===== config.mk =====
export PLATFORM = sky130hd
export DESIGN_NAME = seg7_capture
export DESIGN_NICKNAME = d
export VERILOG_FILES = /design/src/rtl/seg7_capture.sv
export SDC_FILE = /design/constraint.sdc
export NUM_CORES = 1
export LEC_CHECK = 0
export CAP_MARGIN = 20
export CELL_PAD_IN_SITES_DETAIL_PLACEMENT = 0
export CELL_PAD_IN_SITES_GLOBAL_PLACEMENT = 2
export CORE_MARGIN = 2
export CORE_UTILIZATION = 38
export CTS_CLUSTER_DIAMETER = 150
export DETAILED_ROUTE_END_ITERATION = 10
export PLACE_DENSITY_LB_ADDON = 0.1
export SLEW_MARGIN = 5
export SYNTH_ARGS = -nofsm -noshare
export SYNTH_HDL_FRONTEND = slang
export SYNTH_SLANG_ARGS = --single-unit

===== constraint.sdc =====
create_clock -name clk -period 4.25 [get_ports clk]
set_input_delay 0.85 -clock clk [delete_from_list [all_inputs] [get_ports clk]]
set_output_delay 0.85 -clock clk [all_outputs]
set_load 0.03 [all_outputs]

===== src/rtl/seg7_capture.sv =====
// Seven-segment capture: debounces the segment lines, decodes each stable
// glyph to a hex nibble and queues it in a small first-word-fall-through FIFO.
module seg7_capture #(
  parameter int STABLE_CYCLES = 1000,
  parameter int FIFO_DEPTH    = 4
) (
  input  logic                          clk,
  input  logic                          rst,
  input  logic [6:0]                    segments_in,
  output logic [3:0]                    digit_data,
  output logic                          digit_valid,
  input  logic                          digit_ready,
  output logic [$clog2(FIFO_DEPTH):0]   fifo_count,
  output logic                          overflow,
  output logic                          bad_glyph
);

  localparam int CW = $clog2(STABLE_CYCLES + 1);
  localparam int AW = $clog2(FIFO_DEPTH);
  localparam int NW = AW + 1;

  localparam logic [CW-1:0] CNT_MAX  = CW'(STABLE_CYCLES);
  localparam logic [CW-1:0] CNT_LAST = CW'(STABLE_CYCLES - 1);
  localparam logic [NW-1:0] FULL_CNT = NW'(FIFO_DEPTH);

  logic [6:0]    seg_q, seg_d;
  logic [6:0]    cand_q, cand_d;
  logic [6:0]    last_q, last_d;
  logic [CW-1:0] cnt_q, cnt_d;
  logic [AW-1:0] wr_q, wr_d;
  logic [AW-1:0] rd_q, rd_d;
  logic [NW-1:0] count_q, count_d;
  logic          ovf_q, ovf_d;
  logic          bad_q, bad_d;
  logic [3:0]    mem_q [FIFO_DEPTH];
  logic [3:0]    mem_d [FIFO_DEPTH];

  logic          accept;
  logic          glyph_ok;
  logic [3:0]    glyph_nib;
  logic          full;
  logic          pop;
  logic          push;

  always_comb begin
    glyph_ok  = 1'b1;
    glyph_nib = 4'h0;
    unique case (cand_q)
      7'h3F: glyph_nib = 4'h0;
      7'h06: glyph_nib = 4'h1;
      7'h5B: glyph_nib = 4'h2;
      7'h4F: glyph_nib = 4'h3;
      7'h66: glyph_nib = 4'h4;
      7'h6D: glyph_nib = 4'h5;
      7'h7D: glyph_nib = 4'h6;
      7'h07: glyph_nib = 4'h7;
      7'h7F: glyph_nib = 4'h8;
      7'h6F: glyph_nib = 4'h9;
      7'h77: glyph_nib = 4'hA;
      7'h7C: glyph_nib = 4'hB;
      7'h39: glyph_nib = 4'hC;
      7'h5E: glyph_nib = 4'hD;
      7'h79: glyph_nib = 4'hE;
      7'h71: glyph_nib = 4'hF;
      default: glyph_ok = 1'b0;
    endcase
  end

  always_comb begin
    seg_d   = segments_in;
    cand_d  = cand_q;
    cnt_d   = cnt_q;
    last_d  = last_q;
    wr_d    = wr_q;
    rd_d    = rd_q;
    count_d = count_q;
    ovf_d   = ovf_q;
    bad_d   = bad_q;
    mem_d   = mem_q;

    if (seg_q != cand_q) begin
      cand_d = seg_q;
      cnt_d  = CW'(1);
    end else if (cnt_q < CNT_MAX) begin
      cnt_d = cnt_q + 1'b1;
    end

    // Fires once per new pattern, on the edge the count saturates.
    accept = (seg_q == cand_q) && (cnt_q == CNT_LAST) &&
             (cand_q != last_q);

    full = (count_q == FULL_CNT);
    pop  = (count_q != '0) && digit_ready;
    push = accept && glyph_ok && (!full || pop);

    if (accept) last_d = cand_q;
    if (accept && glyph_ok && full && !pop) ovf_d = 1'b1;
    if (accept && !glyph_ok && cand_q != 7'h00) bad_d = 1'b1;

    if (push) begin
      mem_d[wr_q] = glyph_nib;
      wr_d        = wr_q + 1'b1;
    end
    if (pop) rd_d = rd_q + 1'b1;

    if (push && !pop)      count_d = count_q + 1'b1;
    else if (pop && !push) count_d = count_q - 1'b1;
  end

  always_ff @(posedge clk) begin
    if (rst) begin
      seg_q   <= 7'h00;
      cand_q  <= 7'h00;
      last_q  <= 7'h00;
      cnt_q   <= '0;
      wr_q    <= '0;
      rd_q    <= '0;
      count_q <= '0;
      ovf_q   <= 1'b0;
      bad_q   <= 1'b0;
    end else begin
      seg_q   <= seg_d;
      cand_q  <= cand_d;
      last_q  <= last_d;
      cnt_q   <= cnt_d;
      wr_q    <= wr_d;
      rd_q    <= rd_d;
      count_q <= count_d;
      ovf_q   <= ovf_d;
      bad_q   <= bad_d;
    end
  end

  always_ff @(posedge clk) begin
    mem_q <= mem_d;
  end

  assign digit_valid = (count_q != '0);
  assign digit_data  = digit_valid ? mem_q[rd_q] : 4'h0;
  assign fifo_count  = count_q;
  assign overflow    = ovf_q;
  assign bad_glyph   = bad_q;

endmodule


Yosys cells after proc, flatten, opt, wreduce, memory -nomap -nowiden
Cells that the tools add are included.
{"block": "totals", "input_bits": 10, "word_cells": 82, "ff_bits": 56}
{"block": "classes", "bitwise": 2, "order_cmp": 4, "muxes": 13, "n_reduce_logical": 23, "n_addsub": 5, "n_eq_ne": 21}
{"cell": "$eq 7x7->1 const B", "count": 12}
{"cell": "$pmux 4 s15", "count": 1}
{"cell": "$bwmux 16", "count": 1}
{"cell": "$mux 4", "count": 4}
{"cell": "$reduce_or 16->1", "count": 1}
{"cell": "$eq 7x3->1 const B", "count": 2}
{"cell": "$eq 7x6->1 const B", "count": 2}
{"cell": "$ne 7x7->1", "count": 2}
{"cell": "$logic_and 1x1->1", "count": 12}
{"cell": "$add 10x1->10 const B", "count": 1}
{"cell": "$eq 10x10->1 const B", "count": 1}
{"cell": "$lt 10x10->1 const B", "count": 1}
{"cell": "$bmux 4 s2", "count": 1}
{"cell": "$demux 4 s2", "count": 1}
{"cell": "$eq 7x7->1", "count": 1}
{"cell": "$reduce_bool 7->1", "count": 1}
{"cell": "$ge 3x3->1 const B", "count": 2}
{"cell": "$mux 3", "count": 2}
{"cell": "$not 2->3", "count": 2}
{"cell": "$add 2x1->2 const B", "count": 2}
{"cell": "$logic_not 1->1", "count": 4}
{"cell": "$reduce_bool 2->1", "count": 2}
{"cell": "$add 3x1->3 const B", "count": 1}
{"cell": "$eq 3x3->1 const B", "count": 1}
{"cell": "other kinds (6)", "count": 8}

Longest topological paths before layout
Gate-level depths: netlist (run 1).
{"block": "logic_depth", "ltp_word": 9, "depth_mapped": 12, "ltp_nobuf": 11}

Worst setup path after synthesis (run 1)
OpenSTA, ideal clock, no wires.
{"block": "synth_timing", "path_kind": "register -> register", "from": "reg cand_q[0]", "to": "reg count_q[2] (netlist: fifo_count[2])", "t_required_ns": 4.179, "n_path_buf": 1, "t_arrival_ns": 2.907, "setup_time_ns": 0.071, "path_stages_with_launch": 12, "setup_slack_ns": 1.272, "period_less_slack_ns": 2.978, "cell_sequence": "dfxtp_1 buf_4 or3b_1 a2111oi_2 a2111oi_2 a2111oi_4 ha_1 inv_1 fa_1 xor2_1 or3_1 a21oi_1"}
{"block": "synth_between", "elab_chain_cells": 8}
{"element": "start, declared", "line": "27", "text": "logic [6:0] cand_q, cand_d;"}
{"element": "start signal, assigned", "line": "123", "text": "cand_q <= cand_d;"}
{"element": "$eq 7x7->1 (tied with other cells)", "line": "48", "text": "unique case (cand_q)"}
{"element": "$reduce_or 16->1 (no source line) or $logic_and 1x1->1 (tied branches)"}
{"element": "$mux 1 or $logic_and 1x1->1 (tied branches)", "line": "48, 89"}
{"element": "$logic_and 1x1->1 (*) (2 in a row)", "line": "94", "text": "push = accept && glyph_ok && (!full || pop);"}
{"element": "net push", "line": "43", "text": "logic push;"}
{"element": "$logic_not 1->1", "line": "107", "text": "else if (pop && !push) count_d = count_q - 1'b1;"}
{"element": "$logic_and 1x1->1", "line": "107"}
{"element": "$reduce_bool 2->1 (no source line)"}
{"element": "end signal, assigned", "line": "128", "text": "count_q <= count_d;"}
{"element": "end, declared", "line": "32", "text": "logic [NW-1:0] count_q, count_d;"}
The timed path passes the listed nets; every way through them passes the cells marked *.
A chain may end at the register's enable or synchronous reset.

Final worst setup path (run 1)
{"block": "layout_timing", "from": "reg cand_q[5]", "to": "reg count_q[2] (netlist: fifo_count[2])"}
The elaborated chain is that of the path after synthesis.

==> flow_summary_export.csv, run 1 <==
group,metric,value,unit
run_status,status,"finished, final reports clean",
synth,synth_area_per_cell,10.1,um2
final_layout,syn_to_final_growth,12.8,%
synth,ys_async_sr_fraction,0,%
sta,layout_min_cycle_time,3.50,ns
global_route,grt_overflow,0,
final_layout,multi_input_area,1370,um2
clock_tree,clockRootBuffer,"clkbuf_8",
pwr,p_leak,1.02,nW
synth,synth_warnings,0,
clock_tree,cts_buffers,5,
placement,gp_congestion,0.819,
clock_tree,cts_hold_buf,0,
final_layout,drive_above_1_share,9.31,%
final_layout,seq_area,1280,um2
sta,setup_violations,0,
detailed_routing,routed_wl,5.22,mm
pwr,p_seq_share,44.6,%
sta,skew,0.0105,ns
final_layout,fill_cells,722,
sta,post-route-period-util,82.5,%
setup_path,worstSetupStartpointType,"flip-flop",
pwr,p_sw_share,34.8,%
placement,dpl.hpwl,3.77,mm
detailed_routing,avgViaCountPerCell,4.85,
clock_tree,cts.htree.levels,2,
global_route,grt_max_degree,32,
global_route,grt_pass1_vias,1833,
sta,hold_viol_final,0,
placement,numPortBuffers,19,
synth,yosys-top-cells-area,"dfxtp_1 29%, edfxtp_1 17%, xor2_1 4.7%",
pwr,power,1.38,mW
synth,netlist_instances,273,
floorplanning,num_rows,31,
clock_tree,clkLatencyLatePin,0.31,ns
detailed_routing,drc_errors,0,
setup_path,critPathKind,"flip-flop to flip-flop",
pwr,p_int,901,uW
floorplanning,die_h,89.3,um
synth,synth_top_area_share,28.9,%
clock_tree,cts_repair_resize_count,0,
floorplanning,die-area,7980,um2
pwr,power_density,443,nW/um2
synth,synth.distinct_cells,49,
setup_path,critPathMaxFanout,13,
pwr,p_clk_share,21.5,%
final_layout,fin_area,3120,um2
clock_tree,cts_buffer_depth,2,
detailed_routing,drtPass1Iterations,5,
sta,slew_headroom,47.4,%
synth,synth_edf_count,16,
pwr,p_switching,481,uW
global_route,antenna_found_initial,0,
placement,dpl_cell_area,3040,um2
setup_path,worst_setup_path_end_kind,"flip-flop",
synth,ys_seq_elements,56,
synth,synth_fp_nets,290,
setup_path,cp.arrival,3.75,ns
clock_tree,cts_tree,"done",
global_route,grt_pass1_wl,8.91,mm
floorplanning,start_util,38.8,%
sta,finalSetupTns,0,ns
detailed_routing,wl_per_cell,13.4,um
setup_path,worstPathRequired,4.50,ns
clock_tree,cts.clk_slew.worst_paths,0.10,ns
sta,worst_pin_slew,0.787,ns
sta,rsz0062_at_grt,"no",
floorplanning,ios,20,
sta,fmax,285,MHz
synth,syn_area,2770,um2
detailed_routing,drt_iter0_markers,60,
job,drv_cap,0,
synth,ys_seq_area_share,46.3,%
floorplanning,die_width,89.3,um
sta,finalMaxSlewViolations,0,
final_layout,antenna_cells,0,
synth,synth_flop_cell,"dfxtp_1",
floorplanning,core,7140,um2
hold_path,worstHoldPathType,"flip-flop to flip-flop",
pwr,ir_worst_vdd,0.000117,V
detailed_routing,ant_nets,0,
pwr,p_comb_share,33.8,%
clock_tree,cts.sinks,56,
clock_tree,post_cts_buffers,0,
final_layout,nets,306,
global_route,grt_usage,14.5,%
synth,yosysTopAreaCell,"dfxtp_1",
detailed_routing,dr_total_vias,1887,
[area by class of cell]
cell class	count	area share [%]
Sequential cell	56	41.0
Tap cell	99	3.97
Multi-Input combinational cell	194	44.0
Timing Repair Buffer	24	7.29
Inverter	8	0.962
Clock inverter	2	0.441
Clock buffer	6	2.32
[critical path, stage by stage, from the launching register on]
cell,delay [ns]
dfxtp_1,0.65
nand2_1,0.20
a2111oi_0,0.66
a2111oi_2,0.23
a2111oi_4,0.42
ha_1,0.25
inv_1,0.06
fa_1,0.37
xor2_1,0.16
or3_1,0.32
a21oi_1,0.14
[path summary, 6_finish.rpt]
path / startpoint / to / slack [ns] / cells after the start
setup / recovery: cand_q[5] / fifo_count[2] / 0.75 / 10
hold / removal: last_q[1] / last_q[1] / 0.48 / 2
setup reg to reg: cand_q[5] / fifo_count[2] / 0.75 / 10
hold reg to reg: last_q[1] / last_q[1] / 0.48 / 2
[cells in the mapped netlist (3+ instances only)]
master / count
a21oi_1: 16
and2_1: 11
buf_2: 3
buf_4: 4
clkbuf_1: 6
dfxtp_1: 40
edfxtp_1: 16
ha_1: 6
inv_1: 8
mux2i_1: 3
mux4_2: 4
nand2_1: 34
nand3_1: 6
nand3b_1: 5
nor2_1: 20
nor2b_1: 14
nor3_1: 4
nor4_1: 3
o21ai_0: 6
or3_1: 3
xnor2_1: 11
xor2_1: 15
[power by group through the flow]
stage | clock [mW] | combinational (mW) | sequential (mW)
2_1_floorplan | 0 | 0.297 | 0.633
3_3_place_gp | 0 | 0.472 | 0.631
3_5_place_dp | 0 | 0.473 | 0.630
4_1_cts | 0.307 | 0.474 | 0.618
5_1_grt | 0.326 | 0.515 | 0.624
6_report | 0.298 | 0.468 | 0.617
[routing by layer]
metal / global-route usage [%] / up-vias / wire (um)
li1: - / 983 / -
met1: 19.3 / 876 / 2590
met2: 24.1 / 24 / 2460
met3: 3.14 / 4 / 132
met4: 3.39 / 0 / 34
met5: 0 / - / 0
[cell families (layout without fill, tap and decap cells)]
kind of cell             Yosys count  count (layout)  synth area share (%)
buffers and inverters             23              40                  4.07
multiplexers                       8               8                  4.88
XOR/XNOR                          26              26                  8.23
flip-flops                        56              56                  46.3
AO/OA/AOI/OAI                     39              39                  11.7
AND/OR/NAND/NOR                  114             114                  21.4
adder cells (fa/ha/maj)            7               7                  3.44
[flip-flops by register name, summed over array words and instances, names as in the netlist]
name        count
cand_q          7
mem_q          16
cnt_q          10
seg_q           7
wr_q            2
overflow        1
fifo_count      3
last_q          7
rd_q            2
bad_glyph       1
[cells in the final DEF (no fill, tap or decap), types with 2 or more instances in the layout]
master            n
nand2_1          34
mux2i_1           3
nor4b_1           2
or3b_1            2
nor4_1            3
and2_1           11
clkdlybuf4s50_1  19
and3_1            2
nand4_1           2
edfxtp_1         16
or3_1             3
a31oi_1           2
o21ai_0           6
nor3_1            4
nor2b_1          14
clkbuf_8          5
buf_4             5
nand3b_1          5
xnor2_1          11
nor2_1           20
ha_1              6
a21oi_1          16
mux4_2            4
and4_1            2
nand3_1           6
inv_1             8
a2111oi_2         2
xor2_1           15
dfxtp_1          40
a2111oi_4         2
[per-stage QoR]
step	std cells	worst slack (ns)	utilization (%)	hold WS, ns
floorplan	273	1.27	-	0.449
global placement	381	0.844	42.5	0.456
detailed placement	381	0.745	42.5	0.462
CTS	389	0.716	43.7	0.476
global route	389	0.385	43.7	0.498
finish	389	0.745	43.7	0.475
No activity file was read; power rests on OpenSTA's default activity.
==> run 2: changes to the inputs <==
clock period = 3.33 ns   (was 4.25 ns; I/O delays follow)
==> flow_summary_export.csv, run 2 (synthesis results as in run 1) <==
group,metric,value,unit
setup_path,worst_setup_path_end_kind,"flip-flop",
setup_path,critPathTopFamily,"compound AO/OA/AOI/OAI gates",
hold_path,holdPathEnd,"last_q[0]",
final_layout,top_register,"mem_q",
final_layout,largest_reg_flops,16,
global_route,use_met1,18.9,%
hold_path,hold_depth,2,
pwr,p_sw_share,34.0,%
hold_path,holdCritStartpoint,"last_q[0]",
clock_tree,clockRootBuffer,"clkbuf_8",
floorplanning,num_rows,31,
final_layout,multi_input_area,1400,um2
detailed_routing,drt_iter0_markers,51,
global_route,grt_pass1_wl,9.18,mm
pwr,p_seq_share,43.9,%
final_layout,syn_to_final_growth,17.9,%
global_route,grt_max_degree,32,
clock_tree,clkLatencyLatePin,0.31,ns
global_route,grt_usage,15.0,%
setup_path,reg2reg_depth,10,
final_layout,antenna_cells,0,
sta,finalSetupTns,0,ns
clock_tree,cts_buffer_depth,2,
placement,gp_congestion,0.755,
sta,finalMaxSlewViolations,0,
placement,numPortBuffers,19,
sta,worst_pin_slew,0.493,ns
sta,fmax,322,MHz
hold_path,worstHoldPathType,"flip-flop to flip-flop",
setup_path,critPathMaxStageDelay,0.45,ns
placement,dpl.hpwl,3.97,mm
global_route,grt_pass1_vias,1943,
clock_tree,cts_tree,"done",
floorplanning,start_util,38.8,%
final_layout,nets,318,
sta,slew_headroom,67.1,%
floorplanning,die_width,89.3,um
setup_path,worstSetupStartpointType,"flip-flop",
global_route,antenna_found_initial,0,
setup_path,critPathMaxFanout,9,
detailed_routing,wl_per_cell,13.4,um
setup_path,crit_top_cell,"a2111oi_4",
placement,dpl_cell_area,3120,um2
setup_path,critPathKind,"flip-flop to flip-flop",
setup_path,r2r-end,"fifo_count[2]",
setup_path,reg2reg_setup_slack,0.23,ns
clock_tree,cts.htree.levels,2,
setup_path,path_buf_inv,1,
pwr,p_clk_share,22.1,%
setup_path,worstPathRequired,3.57,ns
setup_path,path_cells,"or3b_1 > a2111oi_4 > a2111oi_2 > a2111oi_4 > ha_2 > inv_1 > fa_1 > xor2_1 > or3_1 > a21oi_1",
floorplanning,ios,20,
setup_path,slowest_stage,"a2111oi_4",
detailed_routing,avgViaCountPerCell,4.83,
floorplanning,core,7140,um2
sta,hold-worst-slack,0.471,ns
clock_tree,cts_buffers,5,
detailed_routing,routed_wl,5.37,mm
sta,skew,0.00608,ns
clock_tree,cts.clk_slew.worst_paths,0.10,ns
detailed_routing,ant_nets,0,
final_layout,drive_above_1_share,16.2,%
detailed_routing,dr_total_vias,1936,
job,drv_cap,0,
pwr,p_switching,607,uW
sta,hold_viol_final,0,
floorplanning,die_h,89.3,um
global_route,grt.busiest_layer,"met2",
pwr,power,1.78,mW
pwr,p_leak,1.09,nW
pwr,power_density,547,nW/um2
final_layout,fill_cells,733,
run_status,status,"finished, final reports clean",
detailed_routing,drtPass1Iterations,4,
sta,rsz0062_at_grt,"no",
setup_path,r2r-start,"cand_q[0]",
sta,post-route-period-util,93.2,%
global_route,met2_usage,26.3,%
final_layout,fin_util,45.7,%
clock_tree,cts.sinks,56,
setup_path,cp.arrival,3.34,ns
final_layout,fin_area,3260,um2
sta,setup_violations,0,
final_layout,largestRegisters,"mem_q: 16 flops, cnt_q: 10 flops",
pwr,ir_worst_vdd,0.000188,V
detailed_routing,drc_errors,0,
floorplanning,die-area,7980,um2
pwr,p_comb_share,34.0,%
pwr,p_int,1.18,mW
sta,layout_min_cycle_time,3.10,ns
final_layout,seq_area,1290,um2
final_layout,final_cell_mix,"34 x nand2_1, 34 x dfxtp_1, 20 x nor2_1",
global_route,grt_overflow,0,
global_route,grt_use_met3,2.86,%
==> run 2: changes by cell type in the layout (fill, tap and decap cells not counted), sizes merged <==
cell  delta
buf     +12
==> run 2: worst min-delay path: stages (launching register included) <==
cell,delay (ns)
dfxtp_1,0.33
nand2_1,0.05
a21oi_1,0.05
==> run 2: repair_timing <==
| action | 4_1_cts | 5_1_grt |
|---|---|---|
| hold buffers | 0 | 0 |
| endpoints found under the setup margin | 0 | 1 |
| setup buffers | 0 | 1 |
| resized for setup | 0 | 12 |
==> run 2: how the worst max path moves through the flow <==
stage                     start  cells after the start             to
finish                cand_q[0]                     10  fifo_count[2]
global route          cand_q[0]                     10  fifo_count[2]
CTS                   cand_q[3]                     11  fifo_count[2]
detailed placement    cand_q[3]                     11  fifo_count[2]
global placement    digit_ready                     10  fifo_count[2]
floorplan             cand_q[0]                     11  fifo_count[2]
==> run 2: layout make-up <==
type / count / share of cell area [%]
clock inverter: 2 / 0.422
sequential: 56 / 39.6
multi-input combinational: 194 / 43.0
inverter: 8 / 0.921
clock buffer: 6 / 2.53
tap: 99 / 3.80
timing repair buffer: 36 / 9.75
==> run 2: power by group through the flow <==
stage | logic (mW) | clock network [mW] | registers (mW)
detailed placement | 0.610 | 0 | 0.802
floorplan | 0.379 | 0 | 0.808
finish | 0.607 | 0.394 | 0.784
CTS | 0.611 | 0.409 | 0.786
global placement | 0.610 | 0 | 0.803
global route | 0.676 | 0.429 | 0.794
==> run 2: metrics by stage <==
stage                     cells  worst slack (ns)
after global placement      392             0.218
final                       401             0.228
after detailed placement    392             0.159
after global routing        401            0.0132
after CTS                   400             0.133
after floorplan             273             0.352
==> run 2: metal layers <==
metal	wire length (um)	up-vias	share of wire, %
li1	-	996	-
met1	2570	916	48
met2	2640	19	49
met3	117	5	2.2
met4	53	0	0.99
met5	0	-	0
